===== config.mk =====
export PLATFORM = sky130hd
export DESIGN_NAME = uart_transmitter
export DESIGN_NICKNAME = d
export VERILOG_FILES = /design/src/rtl/uart_pkg.sv /design/src/rtl/uart_transmitter.sv
export SDC_FILE = /design/constraint.sdc
export NUM_CORES = 1
export LEC_CHECK = 0
export CELL_PAD_IN_SITES_DETAIL_PLACEMENT = 1
export CELL_PAD_IN_SITES_GLOBAL_PLACEMENT = 2
export CORE_ASPECT_RATIO = 2
export CORE_MARGIN = 2
export CORE_UTILIZATION = 27
export CTS_BUF_LIST = sky130_fd_sc_hd__clkbuf_4 sky130_fd_sc_hd__clkbuf_8 sky130_fd_sc_hd__clkbuf_16
export CTS_CLUSTER_SIZE = 30
export DETAILED_ROUTE_END_ITERATION = 12
export MAX_ROUTING_LAYER = met4
export PLACE_DENSITY_LB_ADDON = 0.1
export REMOVE_ABC_BUFFERS = 1
export SLEW_MARGIN = 20
export SYNTH_ARGS = -nofsm -noshare
export SYNTH_HDL_FRONTEND = slang
export SYNTH_SLANG_ARGS = --single-unit

===== constraint.sdc =====
create_clock -name i_CLK -period 1.6 [get_ports i_CLK]
set_clock_uncertainty 0.15 [all_clocks]
set_input_delay 0.32 -clock i_CLK [delete_from_list [all_inputs] [get_ports i_CLK]]
set_output_delay 0.32 -clock i_CLK [all_outputs]
set_load 0.05 [all_outputs]

===== src/rtl/uart_pkg.sv =====
// rtl/uart_pkg.sv - shared UART state encoding and framing constants
package uart_pkg;

    // Serial engine states shared by transmitter and receiver
    typedef enum logic [1:0] {
        IDLE  = 2'b00,
        START = 2'b01,
        DATA  = 2'b10,
        STOP  = 2'b11
    } uart_state_t;

    localparam int   UART_DATA_WIDTH = 8;
    localparam logic UART_IDLE_LEVEL = 1'b1;

endpackage


===== src/rtl/uart_transmitter.sv =====
// rtl/uart_transmitter.sv - 8N1 UART transmitter, optional even parity via UART_TX_PARITY_EN
module uart_transmitter
    import uart_pkg::*;
#(
    parameter int DATA_WIDTH = UART_DATA_WIDTH
) (
    input  logic                  i_CLK,
    input  logic                  i_RESET,
    input  logic                  i_CLK_ENABLE,
    input  logic                  i_TX_START,
    input  logic [DATA_WIDTH-1:0] i_DATA,
    output logic                  o_TX,
    output logic                  o_TX_READY,
    output logic                  o_TX_DONE
);

    uart_state_t           r_CURRENT_STATE;
    logic [3:0]            r_BIT_COUNT;
    logic [DATA_WIDTH-1:0] r_DATA_REG;

`ifdef UART_TX_PARITY_EN
    // Final data-phase slot carries the even-parity bit instead of a payload bit
    localparam logic [3:0] LAST_SLOT = 4'd8;
`else
    localparam logic [3:0] LAST_SLOT = 4'd7;
`endif

    // Frame sequencer: accept a byte in IDLE, then advance one bit per strobe
    always_ff @(posedge i_CLK) begin
        if (i_RESET) begin
            r_CURRENT_STATE <= IDLE;
            r_BIT_COUNT     <= 4'd0;
            r_DATA_REG      <= '0;
            o_TX            <= UART_IDLE_LEVEL;
            o_TX_READY      <= 1'b1;
            o_TX_DONE       <= 1'b0;
        end else begin
            o_TX_DONE <= 1'b0;
            case (r_CURRENT_STATE)
                IDLE: begin
                    o_TX <= UART_IDLE_LEVEL;
                    if (i_TX_START) begin
                        r_DATA_REG      <= i_DATA;
                        o_TX_READY      <= 1'b0;
                        r_CURRENT_STATE <= START;
                    end
                end
                START: begin
                    if (i_CLK_ENABLE) begin
                        o_TX            <= ~UART_IDLE_LEVEL;
                        r_BIT_COUNT     <= 4'd0;
                        r_CURRENT_STATE <= DATA;
                    end
                end
                DATA: begin
                    if (i_CLK_ENABLE) begin
`ifdef UART_TX_PARITY_EN
                        if (r_BIT_COUNT == 4'd8) begin
                            o_TX <= ^r_DATA_REG;
                        end else begin
                            o_TX <= r_DATA_REG[r_BIT_COUNT[2:0]];
                        end
`else
                        o_TX <= r_DATA_REG[r_BIT_COUNT[2:0]];
`endif
                        if (r_BIT_COUNT == LAST_SLOT) begin
                            r_CURRENT_STATE <= STOP;
                        end else begin
                            r_BIT_COUNT <= r_BIT_COUNT + 4'd1;
                        end
                    end
                end
                STOP: begin
                    if (i_CLK_ENABLE) begin
                        o_TX            <= UART_IDLE_LEVEL;
                        o_TX_DONE       <= 1'b1;
                        o_TX_READY      <= 1'b1;
                        r_CURRENT_STATE <= IDLE;
                    end
                end
                default: r_CURRENT_STATE <= IDLE;
            endcase
        end
    end

`ifdef FORMAL
    logic r_PAST_VALID;
    logic r_PREV_DONE;

    // Track that at least one non-reset cycle has elapsed, and the last done value
    always_ff @(posedge i_CLK) begin
        if (i_RESET) begin
            r_PAST_VALID <= 1'b0;
            r_PREV_DONE  <= 1'b0;
        end else begin
            r_PAST_VALID <= 1'b1;
            r_PREV_DONE  <= o_TX_DONE;
        end
    end

    // Line idles high, done is a single-cycle pulse, count stays in range
    always_comb begin
        if (r_PAST_VALID) begin
            if (r_CURRENT_STATE == IDLE) assert (o_TX == UART_IDLE_LEVEL);
            assert (!(r_PREV_DONE && o_TX_DONE));
            assert (r_BIT_COUNT <= 4'd8);
        end
    end
`endif

endmodule


Word level (Yosys, flattened, before mapping)
Cells that the tools add are included.

Register bits: 17. Word-level logic and storage cells: 47. Output and inout bits: 3.

$add $sub $neg: 1. Eq/ne operators: 10. Bitwise gates (word level): 1. Muxes and demuxes: 19. Reduce and logical (&&, ||, !) cells: 9. Magnitude comparators: 1.

Operators with widths (number): 4-bit 2-to-1 mux (3); 2-bit inequality test (second input constant) (6); 2-bit 2-to-1 mux (5); 2-bit one-hot mux with 4 select lines (1); 4-bit one-hot mux with 2 select lines (1); 1-bit 2-to-1 mux (6); 3-bit AND reduction (2); 5-bit AND reduction (1); 4-bit by 1-bit adder with 4-bit output (second input constant) (1); 2-bit equality test (second input constant) (2); 4-bit by 3-bit equality test with 1-bit output (second input constant) (1); 3-bit by 4-bit < comparator with 1-bit output (second input constant) (1); 1-bit one-hot mux with 4 select lines (1); 4-bit AND reduction (1); 2-bit nonzero test (2); 1-bit binary-select mux with 3-bit select (1); 2-bit by 1-bit equality test with 1-bit output (second input constant) (1); 2-bit logical NOT (1); 1-bit one-hot mux with 2 select lines (1); 2-bit AND reduction (1); 2-bit OR reduction (1); 1-bit inverter (1).

Logic depth before layout (Yosys ltp)
Gate-level depths: netlist of run 1.

Word-level depth: 4. Mapped depth: 7. Depth with buffers taken out: 6.

Worst setup path before layout of run 1
No wires, ideal clock.

Path type: register to register. From: register r_CURRENT_STATE[0]. To: register r_CURRENT_STATE[1]. Cell stages (with the launch flop): 7. Required time: 1.322 ns. Buffers on the path: 0. Data arrival time: 1.301 ns. Setup time: 0.128 ns. Slack: 0.021 ns. Cell sequence: dfxtp_1 inv_1 ha_1 nor3_1 o221ai_1 mux2i_1 nor2_1.

Longest elaborated chain between the ends: 3. Elaborated cells between the ends (all ways): 11. Those cells by class: 8 x eq/ne; 1 x mux; 2 x reduce/logical.

Ends and longest elaborated chain: from (decl) (RTL line uart_transmitter.sv:17) `uart_state_t r_CURRENT_STATE;`; from (signal assigned) (RTL line uart_transmitter.sv:31) `r_CURRENT_STATE <= IDLE;`; from (signal assigned) (RTL line uart_transmitter.sv:45) `r_CURRENT_STATE <= START;`; from (signal assigned) (RTL line uart_transmitter.sv:52) `r_CURRENT_STATE <= DATA;`; 2-bit equality test (tied with other cells) (RTL line uart_transmitter.sv:39) `case (r_CURRENT_STATE)`; 2-bit inequality test (no line); 5-bit AND reduction (no line).

Several ways; a longest one is shown, not always the timed one. A chain may end at the register's enable or synchronous reset.

Final worst setup path of run 1
From: register r_CURRENT_STATE[0]. To: register r_BIT_COUNT[3].

Longest elaborated chain between the ends: 3. Elaborated cells between the ends (all ways): 8. Those cells by class: 5 x eq/ne; 1 x mux; 2 x reduce/logical.

Ends and longest elaborated chain: 2-bit equality test / 2-bit by 1-bit equality test with 1-bit output (equally long branches) (RTL line uart_transmitter.sv:39); 2-bit inequality test (no line) / 2-bit nonzero test (equally long branches); 4-bit AND reduction (no line); to (signal assigned) (RTL line uart_transmitter.sv:69) `r_BIT_COUNT <= r_BIT_COUNT + 4'd1;`; to (decl) (RTL line uart_transmitter.sv:18) `logic [3:0] r_BIT_COUNT;`.

Several ways; a longest one is shown, not always the timed one.

==> summary.txt, run 1 <==
status -> completed
crit-path cells -> inv_1 -> ha_2 -> buf_6 -> nor2_2 -> nand4b_1 -> xor2_1 -> nor2_1
Async S/R FF share, synth -> 0
clock buffer depth -> 2
Startpoint Class -> register
Starting DRT DRC Count -> 2
Yosys reg bits -> 17
net load switching power -> 0.773 mW
row count -> 28
Initial DRT Pass Iterations -> 2
CTS tree -> done
Worst Path Arrival -> 1540 ps
RSZ-0062 raised after global routing -> true
Design Power -> 2.05 mW
Seq/Total Area, Yosys -> 0.399
kind of critical path -> register to register
layout cells sized above 1 -> 0.370
Initial Utilization -> 0.287
Fin. Hold Viols -> 0
largest net degree at the start of global routing -> 11
Tightest Hold Check Type -> register to register
vias per inst -> 5.08
clk sinks -> 17
Synth top area share -> 0.399
Tmin final -> 1530 ps
global-route wire length before repair -> 3930 um
Detailed Place HPWL -> 1860 um
portion of total power attributed to the clock network -> 0.163
gr usage total -> 0.148
crit-path max FO -> 5
synth top area cells -> dfxtp_1 40%, ha_1 8.8%, a21oi_1 6.5%
Clock Latency Late Sink -> 260 ps
fmax -> 654 MHz
final setup vio count -> 0
internal cell power -> 1.28 mW
CP max-delay cell -> dfxtp_2
ant diodes -> 0
Net Sw Frac -> 0.377
Ports -> 15
synth unique cells -> 28
dpl cell area -> 1150 um^2
nets -> 146
number of global-route vias before repair -> 845
full die area -> 3650 um^2
Setup TNS -> 0 ps
Worst setup EP type -> register
Final Cell Area -> 1330 um^2
H-tree lvl count -> 1
count of flip-flops with a built-in enable after synthesis -> 0
PwrDens -> 1550 nW/um^2
worst reg2reg setup slack -> 70 ps
Synth top cells by count -> 17 x dfxtp_1, 11 x a21oi_1, 9 x nand2_1, 9 x nand3_1
synthesized area per cell -> 8.98 um^2
PortBufs -> 14
fin crit share -> 0.955
Root Driver -> clkbuf_8
slowest cell delay on critical path -> 350 ps
GR Overflow Total -> 0
Syn Inst Count -> 95
Num CTS Buffers -> 3
clock-pin slew on the worst setup and hold paths -> 70 ps
Area Growth Syn to Fin -> 55.3%
Max Cap Viol -> 0
Leak -> 0.515 nW
Slew @ Worst Pin -> 336 ps
WP data required -> 1610 ps
Die X -> 43.8 um
most numerous cell in the Yosys netlist -> dfxtp_1
total number of vias -> 797
sequential power share -> 0.291
GPL Wtd Cong -> 0.767
Wirelength per Cell -> 15.5 um
antenna violations before repair -> 0
mapped cell area -> 853 um^2
hold buffers post-CTS -> 0
Slew HR -> 0.776
Die Span Y -> 83.5 um
Comb pwr share -> 0.547
Core ar. -> 2980 um^2
ys flop type -> dfxtp_1
Final ANT Viol Nets -> 0
area leader, netlist -> dfxtp_1
DRC errors left -> 0
synth warn -> 0
Fill cells -> 354
final wirelength -> 2430 um
worst vdd ir -> 707 uV
Final Slew Violations -> 0
placed cells by master, fill, tap and decap left out:
cell / n
a211oi_2: 1
nand2b_4: 1
inv_2: 1
nand4b_1: 3
mux2i_1: 4
clkdlybuf4s50_1: 11
buf_12: 3
a31o_2: 1
xor2_1: 2
o221ai_4: 1
ha_1: 2
o21ai_1: 1
inv_1: 2
nor3b_1: 1
nand3_1: 9
dfxtp_4: 1
nand3b_1: 2
nor3_4: 1
nor2_2: 1
dfxtp_1: 14
clkbuf_8: 3
clkinv_2: 1
a21oi_1: 11
nor2_1: 5
and3b_2: 1
dfxtp_2: 2
nor4_1: 1
buf_4: 19
ha_2: 2
nand2_1: 9
mux4_2: 1
ha_4: 2
o2111ai_1: 1
nor3_2: 1
nor3b_2: 1
and3_2: 1
a22oi_2: 1
buf_6: 1
o21bai_1: 1
and3b_1: 1
flip-flops by register name, summed over array words and instances, names as in the netlist:
signal           cells
o_TX                 1
o_TX_DONE            1
o_TX_READY           1
r_BIT_COUNT          4
r_CURRENT_STATE      2
r_DATA_REG           8
area by class of cell:
class | instances | area, um^2 | area share
multi-input combinational | 69 | 559 | 0.422
clock inverter | 1 | 5.00 | 0.00378
clock buffer | 3 | 41.3 | 0.0312
timing repair buffer | 34 | 324 | 0.245
inverter | 3 | 11.3 | 0.00850
tap | 30 | 37.5 | 0.0283
sequential | 17 | 347 | 0.262
repair_timing:
action / 4_1_cts / 5_1_grt
setup buffers: 0 / 4
gates resized for setup: 7 / 17
setup endpoints to repair: 7 / 8
pin swaps: 2 / 5
worst max-delay path: cells and delay by family (launching register included):
family	cells	cell delay (ps)
DFF	1	350
buffers and inverters	2	200
xor gates and xnor gates	1	160
and+or+nand+nor	3	360
adders and majority gates	1	210
path summary, 6_finish.rpt:
path                                    startpoint             end  cells past startpoint
worst max register to register  r_CURRENT_STATE[0]  r_BIT_COUNT[3]                      7
worst max-delay path            r_CURRENT_STATE[0]  r_BIT_COUNT[3]                      7
worst min-delay path                 r_DATA_REG[6]   r_DATA_REG[6]                      2
worst min register to register       r_DATA_REG[6]   r_DATA_REG[6]                      2
per-layer routing:
| metal | up-vias | track usage | part of all wire |
|---|---|---|---|
| met1 | 377 | 0.140 | 0.37 |
| met3 | 5 | 0.0195 | 0.023 |
| met2 | 14 | 0.274 | 0.59 |
| li1 | 401 | - | - |
| met4 | 0 | 0.0661 | 0.021 |
| met5 | - | - | 0 |
power groups by stage:
| stage | Sequential (mW) | Clock [mW] | Combinational, mW |
|---|---|---|---|
| after floorplan | 0.623 | 0 | 0.399 |
| after global placement | 0.595 | 0 | 0.838 |
| after detailed placement | 0.602 | 0 | 0.853 |
| after CTS | 0.599 | 0.350 | 0.907 |
| after global routing | 0.612 | 0.368 | 1.23 |
| final | 0.597 | 0.334 | 1.12 |
logic make-up (layout without fill, tap and decap cells):
kind of cell | count (synthesis) | in the layout | share of synthesized area
buffers and inverters | 9 | 41 | 0.0513
adders and majority gates | 6 | 6 | 0.0880
and+or+nand+nor | 38 | 38 | 0.240
DFF | 17 | 17 | 0.399
AOI/OAI and AO/OA | 18 | 18 | 0.128
xor gates and xnor gates | 2 | 2 | 0.0205
muxes | 5 | 5 | 0.0733
metrics by stage:
step	std cells	setup slack, ps	hold WS [ps]	util
detailed placement	149	-184	295	0.386
global placement	149	-153	291	0.386
global route	157	-20.6	326	0.445
CTS	153	9.28	306	0.409
finish	157	71.4	306	0.445
floorplan	89	34.5	239	-
Power figures use the tool's default switching activity.
==> run 2: changes to the inputs <==
--- a/config.mk
+++ b/config.mk
@@ -5,18 +5,18 @@
 export SDC_FILE = /design/constraint.sdc
 export NUM_CORES = 1
 export LEC_CHECK = 0
+export CAP_MARGIN = 20
 export CELL_PAD_IN_SITES_DETAIL_PLACEMENT = 1
 export CELL_PAD_IN_SITES_GLOBAL_PLACEMENT = 2
 export CORE_ASPECT_RATIO = 2
 export CORE_MARGIN = 2
-export CORE_UTILIZATION = 27
+export CORE_UTILIZATION = 32
 export CTS_BUF_LIST = sky130_fd_sc_hd__clkbuf_4 sky130_fd_sc_hd__clkbuf_8 sky130_fd_sc_hd__clkbuf_16
 export CTS_CLUSTER_SIZE = 30
 export DETAILED_ROUTE_END_ITERATION = 12
 export MAX_ROUTING_LAYER = met4
 export PLACE_DENSITY_LB_ADDON = 0.1
 export REMOVE_ABC_BUFFERS = 1
-export SLEW_MARGIN = 20
 export SYNTH_ARGS = -nofsm -noshare
 export SYNTH_HDL_FRONTEND = slang
 export SYNTH_SLANG_ARGS = --single-unit
==> constraint.sdc (replaced) <==
create_clock -name i_CLK -period 1.9 [get_ports i_CLK]
set_clock_uncertainty 0.15 [all_clocks]
set_input_delay 0.38 -clock i_CLK [delete_from_list [all_inputs] [get_ports i_CLK]]
set_output_delay 0.38 -clock i_CLK [all_outputs]
set_load 0.05 [all_outputs]
==> run 2 against run 1 <==
Clock power fell by 16%. Fmax fell by 10%. Sequential cell count did not move. Cell count fell by 10%. Wire length fell by 14%. Critical path depth fell by 2. Sequential power fell by 19%. Combinational power fell by 49%. Via count fell by 6.8%. Power fell by 35%. Critical endpoint is now r_CURRENT_STATE[0].
==> summary.txt, run 2 (synthesis results as in run 1) <==
post-CTS sizing -> 0
vias per inst -> 5.27
Max Cap Viol -> 0
RSZ-0062 raised after global routing -> false
WP data required -> 1910 ps
Root Driver -> clkbuf_8
Slew HR -> 0.729
Worst Path Arrival -> 1710 ps
Worst setup EP type -> register
fmax -> 588 MHz
DRC errors left -> 0
final setup vio count -> 0
CP max-delay cell -> dfxtp_1
Ports -> 15
Core ar. -> 2540 um^2
number of global-route vias before repair -> 770
Leak -> 0.420 nW
Clock Latency Late Sink -> 250 ps
Post-CTS Setup Repair Bufs -> 0
clock buffer depth -> 2
final core occ -> 0.429
full die area -> 3120 um^2
Num CTS Buffers -> 3
dpl cell area -> 1030 um^2
H-tree lvl count -> 1
slowest cell delay on critical path -> 360 ps
Largest register FFs -> 8
Tmin final -> 1700 ps
gr usage total -> 0.167
antenna violations before repair -> 0
final wirelength -> 2090 um
GPL Wtd Cong -> 0.702
Final ANT Viol Nets -> 0
Largest Register -> r_DATA_REG
Setup WS post-layout -> 199 ps
Slew @ Worst Pin -> 405 ps
kind of critical path -> register to register
Multi-input gate area -> 474 um^2
most frequent cells in the layout -> 17 x dfxtp_1, 11 x a21oi_1, 11 x clkdlybuf4s50_1
Detailed Place HPWL -> 1700 um
Fill cells -> 318
crit-path cells -> inv_1 -> ha_1 -> nor3_2 -> o221ai_1 -> a211oi_1
largest delay contributor family on the critical path -> compound AO/OA/AOI/OAI gates
Area Growth Syn to Fin -> 27.4%
ant diodes -> 0
Final Slew Violations -> 0
CP bufs+invs -> 1
status -> completed
Starting DRT DRC Count -> 16
fin crit share -> 0.895
most common cell after layout, fill and taps aside -> dfxtp_1
PortBufs -> 14
hold buffers post-CTS -> 0
Setup TNS -> 0 ps
Die X -> 40.5 um
CTS tree -> done
clock-pin slew on the worst setup and hold paths -> 70 ps
Place WS -> 52.9 ps
nets -> 132
register area -> 340 um^2
Initial Utilization -> 0.336
clk sinks -> 17
Initial DRT Pass Iterations -> 3
biggest regs -> r_DATA_REG: 8 flops, r_BIT_COUNT: 4 flops, r_CURRENT_STATE: 2 flops
Fin. Hold Viols -> 0
Tightest Hold Check Type -> register to register
global-route wire length before repair -> 3550 um
layout cells sized above 1 -> 0.150
PwrDens -> 1230 nW/um^2
GR Overflow Total -> 0
row count -> 26
Die Span Y -> 77.0 um
worst vdd ir -> 634 uV
total number of vias -> 743
Startpoint Class -> register
Wirelength per Cell -> 14.8 um
largest net degree at the start of global routing -> 11
crit-path max FO -> 5
Final Cell Area -> 1090 um^2
==> run 2: cell count changes in the layout (fill, tap and decap cells not counted), sizes merged <==
cell / previous run / this run
buf: 23 / 9
clkbuf: 3 / 4
clkinv: 1 / 0
==> run 2: area by class of cell <==
| cell class | instances | share of cell area |
|---|---|---|
| timing repair buffer | 20 | 0.163 |
| tap | 28 | 0.0322 |
| inverter | 3 | 0.0104 |
| multi-input combinational | 69 | 0.436 |
| sequential | 17 | 0.313 |
| clock buffer | 4 | 0.0449 |
==> run 2: path summary, 6_finish.rpt <==
path,start,slack [ps],end,cells past startpoint
max reg2reg,r_CURRENT_STATE[0],200,r_CURRENT_STATE[0],5
max,r_CURRENT_STATE[0],200,r_CURRENT_STATE[0],5
min,r_DATA_REG[6],300,r_DATA_REG[6],2
min reg2reg,r_DATA_REG[6],300,r_DATA_REG[6],2
==> run 2: power breakdown <==
part / leakage [nW] / switching (mW) / internal [mW]
logic: 0.255 / 0.330 / 0.243
clock network: 0.0262 / 0.119 / 0.163
registers: 0.139 / 0.0548 / 0.428
total: 0.420 / 0.504 / 0.835
==> run 2: worst register-to-register path, cell delays in order, from the launching register on <==
cell	delay (ps)
dfxtp_1	360
inv_1	100
ha_1	270
nor3_2	270
o221ai_1	190
a211oi_1	270
==> run 2: through the flow <==
step / hold WS, ps / cells / power [mW]
6_report: 303 / 141 / 1.34
4_1_cts: 305 / 141 / 1.36
3_5_place_dp: 296 / 137 / 1.07
5_1_grt: 321 / 141 / 1.45
2_1_floorplan: 277 / 89 / 0.861
3_3_place_gp: 293 / 137 / 1.06
==> run 2: routing by layer <==
layer,part of all wire,vias to the layer above,GRT usage
li1,-,374,-
met1,0.37,352,0.178
met2,0.59,13,0.283
met3,0.024,4,0.0260
met4,0.017,0,0.0700
met5,0,-,-
==> run 3: changes to the inputs <==
--- a/config.mk
+++ b/config.mk
@@ -14,6 +14,7 @@
 export CTS_BUF_LIST = sky130_fd_sc_hd__clkbuf_4 sky130_fd_sc_hd__clkbuf_8 sky130_fd_sc_hd__clkbuf_16
 export CTS_CLUSTER_SIZE = 30
 export DETAILED_ROUTE_END_ITERATION = 12
+export GPL_ROUTABILITY_DRIVEN = 0
 export MAX_ROUTING_LAYER = met4
 export PLACE_DENSITY_LB_ADDON = 0.1
 export REMOVE_ABC_BUFFERS = 1
==> results of run 3 <==
No change in the layout: final DEF, timing and power equal those of run 2.
